**src/rtl/ttt_pkg.sv**
```systemverilog
// ttt_pkg: shared definitions for the N x N, K-in-a-row board engine.
//   - cell codes stored two bits per board cell
//   - game state encoding (also driven out on game_state)
//   - scan direction codes and their row/column step lookup
package ttt_pkg;

  localparam logic [1:0] CELL_EMPTY = 2'b00;
  localparam logic [1:0] CELL_X     = 2'b01;
  localparam logic [1:0] CELL_O     = 2'b10;

  typedef enum logic [2:0] {
    ST_IDLE  = 3'd0,
    ST_PLAY  = 3'd1,
    ST_CHECK = 3'd2,
    ST_WIN   = 3'd3,
    ST_DRAW  = 3'd4
  } game_state_e;

  localparam logic [1:0] DIR_HORIZ = 2'd0;  // (dr,dc) = (0, 1)
  localparam logic [1:0] DIR_VERT  = 2'd1;  // (dr,dc) = (1, 0)
  localparam logic [1:0] DIR_DIAG  = 2'd2;  // (dr,dc) = (1, 1)  down-right
  localparam logic [1:0] DIR_ANTI  = 2'd3;  // (dr,dc) = (1,-1)  down-left

  function automatic logic signed [1:0] dir_dr(input logic [1:0] dir);
    logic signed [1:0] dr;
    dr = (dir == DIR_HORIZ) ? 2'sd0 : 2'sd1;
    return dr;
  endfunction

  function automatic logic signed [1:0] dir_dc(input logic [1:0] dir);
    logic signed [1:0] dc;
    case (dir)
      DIR_HORIZ: dc = 2'sd1;
      DIR_VERT:  dc = 2'sd0;
      DIR_DIAG:  dc = 2'sd1;
      default:   dc = -2'sd1;
    endcase
    return dc;
  endfunction

endpackage

```
**src/rtl/ttt_line_scan.sv**
```systemverilog
// ttt_line_scan: sequential K-in-a-row detector run after each accepted move.
// Visits one cell per cycle, directions 0..3 in order, steps
// -(WIN_LEN-1)..+(WIN_LEN-1) around the origin, counting the current run of
// the mover's code.
// Ports:
//   clk, rst          clock, async active-high reset
//   go                latch origin/mover and start scanning
//   abort             stop an active scan (game cleared)
//   board             live board vector, 2 bits per cell
//   org_row, org_col  placed cell, sampled on go
//   mover             code of the player who moved, sampled on go
//   done              high on the last scan cycle (win found or all steps done)
//   found             with done: a run of WIN_LEN was seen
//   dir               direction being scanned (winning one when found)
//   end_row, end_col  cell being visited (last cell of the run when found)
module ttt_line_scan
  import ttt_pkg::*;
#(
  parameter int N       = 3,
  parameter int WIN_LEN = 3,
  localparam int RW     = $clog2(N)
) (
  input  logic                 clk,
  input  logic                 rst,
  input  logic                 go,
  input  logic                 abort,
  input  logic [2*N*N-1:0]     board,
  input  logic [RW-1:0]        org_row,
  input  logic [RW-1:0]        org_col,
  input  logic [1:0]           mover,
  output logic                 done,
  output logic                 found,
  output logic [1:0]           dir,
  output logic [RW-1:0]        end_row,
  output logic [RW-1:0]        end_col
);

  // Two extra bits keep negative and >= N coordinates distinct from legal ones.
  localparam int SW  = RW + 2;
  localparam int RNW = $clog2(WIN_LEN + 1);
  localparam int BW  = $clog2(2 * N * N);
  localparam logic signed [SW-1:0] K_MAX   = SW'(WIN_LEN - 1);
  localparam logic signed [SW-1:0] K_MIN   = -K_MAX;
  localparam logic signed [SW-1:0] N_S     = SW'(N);
  localparam logic [RNW-1:0]       RUN_WIN = RNW'(WIN_LEN);

  logic                 active_q, active_d;
  logic [1:0]           dir_q, dir_d;
  logic signed [SW-1:0] k_q, k_d;
  logic [RNW-1:0]       run_q, run_d;
  logic signed [SW-1:0] org_r_q, org_r_d, org_c_q, org_c_d;
  logic [1:0]           mover_q, mover_d;

  logic signed [SW-1:0] dr_s, dc_s, cur_r, cur_c;
  logic                 on_board, match;
  logic [BW-1:0]        bit_idx;

  always_comb begin
    dr_s     = SW'(dir_dr(dir_q));
    dc_s     = SW'(dir_dc(dir_q));
    cur_r    = org_r_q + k_q * dr_s;
    cur_c    = org_c_q + k_q * dc_s;
    on_board = !cur_r[SW-1] && !cur_c[SW-1] && (cur_r < N_S) && (cur_c < N_S);
    bit_idx  = on_board ? BW'(2 * (int'(cur_r) * N + int'(cur_c))) : '0;
    match    = on_board && (board[bit_idx +: 2] == mover_q);
  end

  always_comb begin
    active_d = active_q;
    dir_d    = dir_q;
    k_d      = k_q;
    run_d    = run_q;
    org_r_d  = org_r_q;
    org_c_d  = org_c_q;
    mover_d  = mover_q;
    done     = 1'b0;
    found    = 1'b0;
    if (abort) begin
      active_d = 1'b0;
    end else if (go) begin
      active_d = 1'b1;
      dir_d    = DIR_HORIZ;
      k_d      = K_MIN;
      run_d    = '0;
      org_r_d  = {2'b00, org_row};
      org_c_d  = {2'b00, org_col};
      mover_d  = mover;
    end else if (active_q) begin
      run_d = match ? run_q + RNW'(1) : '0;
      if (match && (run_q + RNW'(1) == RUN_WIN)) begin
        done     = 1'b1;
        found    = 1'b1;
        active_d = 1'b0;
      end else if (k_q == K_MAX) begin
        run_d = '0;
        k_d   = K_MIN;
        if (dir_q == DIR_ANTI) begin
          done     = 1'b1;
          active_d = 1'b0;
        end else begin
          dir_d = dir_q + 2'd1;
        end
      end else begin
        k_d = k_q + SW'(1);
      end
    end
  end

  always_ff @(posedge clk or posedge rst) begin
    if (rst) begin
      active_q <= 1'b0;
      dir_q    <= '0;
      k_q      <= '0;
      run_q    <= '0;
      org_r_q  <= '0;
      org_c_q  <= '0;
      mover_q  <= CELL_EMPTY;
    end else begin
      active_q <= active_d;
      dir_q    <= dir_d;
      k_q      <= k_d;
      run_q    <= run_d;
      org_r_q  <= org_r_d;
      org_c_q  <= org_c_d;
      mover_q  <= mover_d;
    end
  end

  assign dir     = dir_q;
  assign end_row = cur_r[RW-1:0];
  assign end_col = cur_c[RW-1:0];

endmodule

```
**src/rtl/ttt_board_engine.sv**
```systemverilog
// ttt_board_engine: N x N, WIN_LEN-in-a-row game engine. Owns board, turn,
// move count and game state; runs ttt_line_scan after every accepted move.
// Ports:
//   clk, rst                  clock, async active-high reset
//   start, clear              new game / back to main screen (clear wins)
//   move_valid, move_row/col  move request from the keypad front end
//   move_ready, busy          high in PLAY / CHECK
//   move_reject               one-cycle pulse after an illegal request
//   board                     cell i=r*N+c at [2i+1:2i]; 00 empty, 01 X, 10 O
//   turn_o                    0 = X to move, 1 = O to move
//   game_state                ttt_pkg::game_state_e encoding
//   winner, draw              result of the finished game
//   win_dir, win_row/col      direction and last cell of the winning run
//   move_count                accepted moves this game
//
// state | meaning
// IDLE  | main screen, waiting for start
// PLAY  | waiting for the current player's move
// CHECK | line scan running on the cell just placed
// WIN   | mover completed a run; board frozen
// DRAW  | board full without a run; board frozen
module ttt_board_engine
  import ttt_pkg::*;
#(
  parameter int N       = 3,
  parameter int WIN_LEN = 3,
  localparam int RW     = $clog2(N),
  localparam int CW     = $clog2(N * N + 1)
) (
  input  logic             clk,
  input  logic             rst,
  input  logic             start,
  input  logic             clear,
  input  logic             move_valid,
  input  logic [RW-1:0]    move_row,
  input  logic [RW-1:0]    move_col,
  output logic             move_ready,
  output logic             move_reject,
  output logic             busy,
  output logic [2*N*N-1:0] board,
  output logic             turn_o,
  output logic [2:0]       game_state,
  output logic [1:0]       winner,
  output logic             draw,
  output logic [1:0]       win_dir,
  output logic [RW-1:0]    win_row,
  output logic [RW-1:0]    win_col,
  output logic [CW-1:0]    move_count
);

  localparam int BW = $clog2(2 * N * N);
  localparam logic [RW:0]   N_W  = (RW + 1)'(N);
  localparam logic [CW-1:0] FULL = CW'(N * N);

  game_state_e      state_q, state_d;
  logic [2*N*N-1:0] board_q, board_d;
  logic             turn_q, turn_d;
  logic [CW-1:0]    count_q, count_d;
  logic [1:0]       winner_q, winner_d;
  logic             draw_q, draw_d;
  logic [1:0]       win_dir_q, win_dir_d;
  logic [RW-1:0]    win_row_q, win_row_d, win_col_q, win_col_d;
  logic             reject_q, reject_d;

  logic             scan_go, scan_done, scan_found;
  logic [1:0]       scan_dir;
  logic [RW-1:0]    scan_row, scan_col;
  logic [1:0]       mover;
  logic             in_range, legal, new_game;
  logic [BW-1:0]    mv_idx;

  assign mover = turn_q ? CELL_O : CELL_X;

  ttt_line_scan #(.N(N), .WIN_LEN(WIN_LEN)) u_scan (
    .clk     (clk),
    .rst     (rst),
    .go      (scan_go),
    .abort   (clear),
    .board   (board_q),
    .org_row (move_row),
    .org_col (move_col),
    .mover   (mover),
    .done    (scan_done),
    .found   (scan_found),
    .dir     (scan_dir),
    .end_row (scan_row),
    .end_col (scan_col)
  );

  always_comb begin
    in_range = ({1'b0, move_row} < N_W) && ({1'b0, move_col} < N_W);
    mv_idx   = in_range ? BW'(2 * (int'(move_row) * N + int'(move_col))) : '0;
    legal    = in_range && (board_q[mv_idx +: 2] == CELL_EMPTY);
    new_game = start && (state_q inside {ST_IDLE, ST_WIN, ST_DRAW});
  end

  always_comb begin
    state_d   = state_q;
    board_d   = board_q;
    turn_d    = turn_q;
    count_d   = count_q;
    winner_d  = winner_q;
    draw_d    = draw_q;
    win_dir_d = win_dir_q;
    win_row_d = win_row_q;
    win_col_d = win_col_q;
    reject_d  = 1'b0;
    scan_go   = 1'b0;
    if (clear || new_game) begin
      state_d   = clear ? ST_IDLE : ST_PLAY;
      board_d   = '0;
      turn_d    = 1'b0;
      count_d   = '0;
      winner_d  = CELL_EMPTY;
      draw_d    = 1'b0;
      win_dir_d = '0;
      win_row_d = '0;
      win_col_d = '0;
    end else begin
      case (state_q)
        ST_PLAY: begin
          if (move_valid) begin
            if (!legal) begin
              reject_d = 1'b1;
            end else begin
              board_d[mv_idx +: 2] = mover;
              count_d              = count_q + CW'(1);
              scan_go              = 1'b1;
              state_d              = ST_CHECK;
            end
          end
        end
        ST_CHECK: begin
          if (scan_done) begin
            if (scan_found) begin
              winner_d  = mover;
              win_dir_d = scan_dir;
              win_row_d = scan_row;
              win_col_d = scan_col;
              state_d   = ST_WIN;
            end else if (count_q == FULL) begin
              draw_d  = 1'b1;
              state_d = ST_DRAW;
            end else begin
              turn_d  = ~turn_q;
              state_d = ST_PLAY;
            end
          end
        end
        default: ;
      endcase
    end
  end

  always_ff @(posedge clk or posedge rst) begin
    if (rst) begin
      state_q   <= ST_IDLE;
      board_q   <= '0;
      turn_q    <= 1'b0;
      count_q   <= '0;
      winner_q  <= CELL_EMPTY;
      draw_q    <= 1'b0;
      win_dir_q <= '0;
      win_row_q <= '0;
      win_col_q <= '0;
      reject_q  <= 1'b0;
    end else begin
      state_q   <= state_d;
      board_q   <= board_d;
      turn_q    <= turn_d;
      count_q   <= count_d;
      winner_q  <= winner_d;
      draw_q    <= draw_d;
      win_dir_q <= win_dir_d;
      win_row_q <= win_row_d;
      win_col_q <= win_col_d;
      reject_q  <= reject_d;
    end
  end

  assign move_ready  = (state_q == ST_PLAY);
  assign busy        = (state_q == ST_CHECK);
  assign move_reject = reject_q;
  assign board       = board_q;
  assign turn_o      = turn_q;
  assign game_state  = state_q;
  assign winner      = winner_q;
  assign draw        = draw_q;
  assign win_dir     = win_dir_q;
  assign win_row     = win_row_q;
  assign win_col     = win_col_q;
  assign move_count  = count_q;

endmodule

```
**config.mk**
```make
export PLATFORM = sky130hd
export DESIGN_NAME = ttt_board_engine
export DESIGN_NICKNAME = d
export VERILOG_FILES = /design/src/rtl/ttt_pkg.sv /design/src/rtl/ttt_line_scan.sv /design/src/rtl/ttt_board_engine.sv
export SDC_FILE = /design/constraint.sdc
export NUM_CORES = 1
export LEC_CHECK = 0
export BUFFER_PORTS_ARGS = -buffer_cell sky130_fd_sc_hd__buf_4
export CORE_MARGIN = 5
export CORE_UTILIZATION = 35
export DETAILED_ROUTE_END_ITERATION = 10
export PLACE_DENSITY_LB_ADDON = 0.15
export SYNTH_ARGS = -nofsm -noshare
export SYNTH_HDL_FRONTEND = slang
export SYNTH_SLANG_ARGS = --single-unit
```
**constraint.sdc**
```tcl
create_clock -name clk -period 6.45 [get_ports clk]
set_input_delay 1.29 -clock clk [delete_from_list [all_inputs] [get_ports clk]]
set_output_delay 1.29 -clock clk [all_outputs]
set_load 0.02 [all_outputs]
```
After elaboration in Yosys (flattened, before gate mapping). Index checks and enable logic that the tools add are counted.

Flip-flop bits (word level): 51. Input bits: 9. Output and inout bits: 38. Word-level logic and storage cells: 179.

Add/sub/neg operators: 9. Multipliers: 4. $lt $le $gt $ge: 4. Eq/ne operators: 18. Shifts and indexed selects: 4. Mux-type cells: 86. Bitwise operators: 2. Reduce and logical (&&, ||, !) cells: 35.

Operators with widths (count): 18-bit two-way mux (4); 2-bit two-way mux (27); 1-bit two-way mux (36); 18-bit by 6-bit indexed part select with 2-bit output (2); 4-bit two-way mux (8); 18-bit bitwise mux (1); 3-bit two-way mux (6); 2-bit nonzero test (9); 2-bit by 7-bit variable shift with 18-bit output, first input constant (1); 2-bit by 7-bit indexed part select with 18-bit output (1); 4-bit AND reduction (3); 5-bit two-way mux (2); 3-bit AND reduction (3); 3-bit by 4-bit adder with 4-bit output (2); 1-bit logical AND (8); 4-bit by 3-bit < comparator with 1-bit output, second input constant (2); 4-bit by 2-bit multiplier with 4-bit output (2); 5-bit negator with 7-bit output (1); 2-bit equality test, second input constant (3); 3-bit by 2-bit equality test with 1-bit output, second input constant (2); 2-bit inequality test, second input constant (3); 3-bit by 1-bit inequality test with 1-bit output, second input constant (2); 3-bit case mux with 2 select lines (1); 3-bit nonzero test (2); 25 further kinds (31).

Logic depth before layout (Yosys ltp).
Depth after elaboration: 22. Gate-level depth with buffers: 22. Mapped depth without buffers: 21.

Modules after synthesis. Synthesis repeated with hierarchy kept, for this count alone.

Cells, all modules: 422. Area total of the unflattened synthesis: 3857.4 µm².

By module, submodules not included: ttt_board_engine (instances 1, cells each 238, area an instance 2182.1 µm², seq. area each 900.9 µm²); ttt_line_scan (instances 1, cells each 184, area an instance 1675.4 µm², seq. area each 375.4 µm²).

Worst setup path after synthesis. Ideal clock, no wire load.

Path type: register to register. Start: reg u_scan.dir_q[0], in the netlist u_scan.dir[0]. End: reg u_scan.dir_q[1], in the netlist u_scan.dir[1]. Data arrival time: 5.057 ns. Setup slack: 1.327 ns. Stages on the path, launching flop included: 23. Path buffers: 1. Path through: dfrtp_1 -> inv_1 -> ha_1 -> nor2b_1 -> ha_1 -> ha_1 -> inv_1 -> fa_1 -> inv_1 -> ha_1 -> inv_1 -> fa_1 -> fa_1 -> xor2_1 -> xnor2_1 -> nor3_1 -> o311ai_1 -> a311o_1 -> o211ai_2 -> and4_1 -> buf_2 -> or4b_1 -> nand2_1.

Longest elaborated chain between the ends: 16. Elaborated cells between the ends (all ways): 34.

RTL lines: start, declared (RTL line ttt_line_scan.sv:48) `logic [1:0] dir_q, dir_d;`; start signal, assigned (RTL line ttt_line_scan.sv:120) `dir_q <= dir_d;`; branches (longest 16 deep; another with 4-bit by 2-bit multiplier with 4-bit output).

Several ways; the timed one is not identified. The select of a mux whose other input is x is not followed. A chain may end at the register's enable or synchronous reset.

Final worst setup path.
Start: reg u_scan.dir_q[0], in the netlist u_scan.dir[0]. End: reg draw_q, in the netlist draw.

Longest elaborated chain between the ends: 20. Elaborated cells between the ends (all ways): 38.

RTL lines: branches (longest 19 deep; another with 4-bit by 2-bit multiplier with 4-bit output); 4-bit AND reduction (no source line) (*); end signal, assigned (RTL line ttt_board_engine.sv:173) `draw_q <= draw_d;`; end, declared (RTL line ttt_board_engine.sv:60) `logic draw_q, draw_d;`.

Mark *: on every way between the ends.

==> results by stage <==
Synth:
- Counting every net in the synthesized netlist gives 458.
- After synthesis the netlist holds a flip-flop and latch count of between 50 and 60.
- The share of synthesized registers carrying an async set or reset is 1.00.
- The mapped netlist covers 3720 sq um.
- Of the post-synthesis cell area, the dominant cell type holds 0.343.
- The yosys synthesis warning count is 0.
- The sequential cell area fraction in the yosys report is 0.343.
- The number of different library cells used by synthesis comes to 62.
- Among all flip-flop cells after synthesis, the most frequent one is sky130_fd_sc_hd__dfrtp_1.
- The leading area contributor after synthesis is sky130_fd_sc_hd__dfrtp_1.
- The number of instances in the synthesized netlist is 414.
- Yosys mapped a number of flops with a built-in enable equal to 0.
- Yosys attributes the largest share of cell area to sky130_fd_sc_hd__dfrtp_1 34%, sky130_fd_sc_hd__ha_1 9.4%, sky130_fd_sc_hd__nand2_1 5.5%.
- Each instance of the synthesized netlist takes up on average 8.99 sq um.

Clock network:
- The number of hold-repair buffers added at the cts stage is 0.
- The clock tree from TritonCTS is built.
- The maximum number of buffers from clock root to sink is 2.
- The clock latency on the worst-skew pair is between 0.3 and 0.4 ns.
- In this run the post-CTS setup repair buffer count came out at 0.
- The buffer type at the clock tree root is sky130_fd_sc_hd__clkbuf_8.
- Clock-pin slew was measured on the worst setup and hold paths at 0.10 ns.
- TritonCTS created 5 clock buffers.
- The clock sink count is 51.
- After clock tree synthesis, the repair step resized 0 gates.
- In this run the number of H-tree levels came out at 2.

Routing:
- In the routed design, unresolved DRC markers number 0.
- The routed layout has 3128 vias.
- The uppermost signal routing layer after detailed routing is met4.
- In the routed layout, each cell is associated on average with a via count of 5.32.
- The total iterations of the first detailed-routing run is 4.
- The final antenna-violating net count is 0.
- The routed design has 10000 um of wire.
- The met2 wire length is 4550 um.
- In the final routing, the length of wire on met1 measures just under 5000 um.
- The routed design uses 421 um of met3 wire.
- The number of violations reported at the end of detailed-routing iteration 0 is around 130.
- Dividing the detail-routed wire length by the instance count gives between 15 and 20 um.

Floorplanning:
- The die outline height is between 100 and 150 um.
- The placement row count is 37.
- In this run the count of I/O pins placed on the die edge is 47.
- The overall die width is 113 um.
- The die covers 12800 sq um.
- The initial utilization of the core area, before any placement, comes to 0.360.
- In this run the standard cell core region covers roughly 10000 sq um.

GRT:
- The number of global-route vias before repair was 3204.
- The total routing usage reported by global routing is 0.161.
- The largest net degree at the start of global routing is 52.
- The remaining global-route overflow is 0.
- The first global-routing pass estimated ~17000 um of wire.
- The initial antenna violation count is 0.

Critical path:
- The biggest fanout along the worst timing path is 8.
- Data arrives at the worst endpoint at 5.79 ns.
- The type of the worst setup path is register to register.
- The critical path capture point type is a register.
- The critical path startpoint category is a register.
- The data required time of the worst path is 6.71 ns.

Timing:
- Headroom to the max-slew limit came out at 0.337.
- The slew at the pin with the worst max-slew slack is 0.985 ns.
- The number of pins exceeding their max-slew limit in the final report came to 0.
- The number of endpoints failing setup at the final stage is 0.
- In the finished design, the share of the clock period the worst path needs comes to 0.857.
- The post-route clock skew is 0.0102 ns.
- Setup repair after global routing left no endpoint under its margin.
- For the final routed database, the setup TNS stands at 0 ns.
- The final hold violation count came to 0.
- The top achievable clock speed is 181 MHz.
- The routed design could run at a clock period as short as between 5 and 6 ns.

Job:
- The max-capacitance violation count is 0.

Final layout:
- The repair_antennas step left the layout with diodes totalling 0.
- In the final layout, the share of cells above drive strength 1 is 0.164.
- The relative area change from synthesis to final layout is 15.3%.
- After the last flow step, the layout net total stands at 495.
- The design area is 4290 sq um.

Placed design:
- At the end of routability-driven placement, the weighted congestion stood at roughly 0.89.
- The count of buffers inserted at the top-level ports is 46.
- Once detailed placement completed, the half-perimeter wirelength came to 7680 um.
- The total cell area at the placement stage is approximately 4200 sq um.

Power:
- For this design the static power due to leakage is 0.00200 uW.
- The maximum ir drop on the vdd rail is 0.000321 V.
- In this run the power density over the cells is roughly 440 nW/um^2.

Run status:
- The run finished with clean final reports.

Min path:
- The path category of the worst min-delay check is register to register.
[worst paths after layout]
path	startpoint	to	slack, ns	cells past startpoint
max	u_scan.dir[0]	draw	0.92	21
min	u_scan.run_q[0]	u_scan.run_q[0]	0.50	1
max reg2reg	u_scan.dir[0]	draw	0.92	21
min reg2reg	u_scan.run_q[0]	u_scan.run_q[0]	0.50	1
max in group asynchronous	rst	u_scan.org_r_q[0]	4.85	3
min in group asynchronous	rst	move_count[3]	1.14	3
[state kept, by name, indices dropped and copies added (netlist names)]
| register | flops |
|---|---|
| win_col | 2 |
| turn_o | 1 |
| u_scan.org_c_q | 2 |
| u_scan.org_r_q | 2 |
| u_scan.run_q | 2 |
| winner | 2 |
| draw | 1 |
| game_state | 3 |
| move_count | 4 |
| u_scan.active_q | 1 |
| move_reject | 1 |
| u_scan.dir | 2 |
| u_scan.mover_q | 2 |
| win_row | 2 |
| u_scan.k_q | 4 |
| board | 18 |
| win_dir | 2 |
[cell usage after synthesis (all sizes together), types with 3 or more instances]
| master | count |
|---|---|
| a211oi | 3 |
| a21o | 4 |
| a21oi | 17 |
| a31oi | 4 |
| and2 | 5 |
| and3 | 4 |
| and4 | 3 |
| buf | 8 |
| clkbuf | 11 |
| dfrtp | 51 |
| fa | 7 |
| ha | 28 |
| inv | 32 |
| mux2 | 5 |
| mux2i | 15 |
| nand2 | 55 |
| nand2b | 8 |
| nand3 | 14 |
| nand3b | 4 |
| nand4 | 11 |
| nor2 | 28 |
| nor2b | 4 |
| nor3 | 8 |
| nor3b | 6 |
| o211ai | 4 |
| o21ai | 20 |
| or3 | 7 |
| xnor2 | 8 |
| xor2 | 6 |
[cells by family after synthesis]
| family | count (synthesis) | synth area share |
|---|---|---|
| mux | 21 | 0.0616 |
| compound gates | 72 | 0.135 |
| xor+xnor | 15 | 0.0414 |
| fa+ha+maj | 35 | 0.132 |
| buf+inv | 52 | 0.0562 |
| flops | 51 | 0.343 |
| simple gates | 168 | 0.231 |
[cell usage in the layout (no fill, tap or decap), types with 3 or more instances in the layout]
master and count:
sky130_fd_sc_hd__o21ai_1 10, sky130_fd_sc_hd__or3_1 7, sky130_fd_sc_hd__buf_4 49, sky130_fd_sc_hd__mux2i_1 15, sky130_fd_sc_hd__dfrtp_1 51, sky130_fd_sc_hd__and4_1 3
sky130_fd_sc_hd__a31oi_1 4, sky130_fd_sc_hd__o21ai_0 10, sky130_fd_sc_hd__a211oi_1 3, sky130_fd_sc_hd__fa_1 7, sky130_fd_sc_hd__a21oi_1 16, sky130_fd_sc_hd__ha_1 28
sky130_fd_sc_hd__nand4_1 11, sky130_fd_sc_hd__nor2b_1 4, sky130_fd_sc_hd__xor2_1 5, sky130_fd_sc_hd__and3_1 4, sky130_fd_sc_hd__nand2b_1 8, sky130_fd_sc_hd__inv_1 31
sky130_fd_sc_hd__nand3_1 14, sky130_fd_sc_hd__mux2_2 5, sky130_fd_sc_hd__clkbuf_8 5, sky130_fd_sc_hd__a21o_1 4, sky130_fd_sc_hd__nand3b_1 4, sky130_fd_sc_hd__nor3_1 8
sky130_fd_sc_hd__o211ai_1 3, sky130_fd_sc_hd__xnor2_1 8, sky130_fd_sc_hd__nor2_1 27, sky130_fd_sc_hd__nor3b_1 5, sky130_fd_sc_hd__and2_1 5, sky130_fd_sc_hd__nand2_1 55
[per-stage QoR]
step / hold WS [ns] / util / power (uW) / cells / setup slack (ns)
after CTS: 0.501 / 0.415 / 1870 / 588 / 0.911
after global routing: 0.553 / 0.415 / 2040 / 588 / 0.478
after global placement: 0.485 / 0.405 / 1620 / 580 / 1.03
after detailed placement: 0.486 / 0.405 / 1630 / 580 / 0.899
final: 0.500 / 0.415 / 1870 / 588 / 0.924
after floorplan: 0.457 / - / 1380 / 414 / 1.33
[layout make-up]
class,instances,area (sq um)
fillers,1026,6030
multi-input cells,311,2240
flip-flops and latches,51,1280
repair buffers,49,368
well taps,136,170
inverters,33,124
clock buffers,5,68.8
clock inverters,3,43.8
[worst max-delay path, stage by stage, from the launching register on]
cell                       delay (ns)
sky130_fd_sc_hd__dfrtp_1         0.44
sky130_fd_sc_hd__inv_1           0.07
sky130_fd_sc_hd__ha_1            0.23
sky130_fd_sc_hd__nor2b_1         0.14
sky130_fd_sc_hd__ha_1            0.24
sky130_fd_sc_hd__ha_1            0.20
sky130_fd_sc_hd__inv_1           0.06
sky130_fd_sc_hd__fa_1            0.43
sky130_fd_sc_hd__inv_1           0.07
sky130_fd_sc_hd__ha_1            0.22
sky130_fd_sc_hd__inv_1           0.07
sky130_fd_sc_hd__fa_1            0.44
sky130_fd_sc_hd__fa_1            0.44
sky130_fd_sc_hd__xor2_1          0.16
sky130_fd_sc_hd__xnor2_1         0.57
sky130_fd_sc_hd__nor3_1          0.12
sky130_fd_sc_hd__o311ai_1        0.37
sky130_fd_sc_hd__a311o_1         0.18
sky130_fd_sc_hd__o211ai_2        0.12
sky130_fd_sc_hd__and4_1          0.29
sky130_fd_sc_hd__nor4_1          0.46
sky130_fd_sc_hd__o21a_1          0.16
[power by group]
group,switching (uW),internal (uW),total [uW]
clock network,118,116,234
logic,733,484,1220
registers,56.2,360,416
total,907,961,1870
[layer usage]
metal	global-route usage	up-vias
li1	-	1531
met1	0.221	1515
met2	0.265	71
met3	0.0257	11
met4	0.0425	0
met5	0	-
Power figures use the tool's default switching activity.
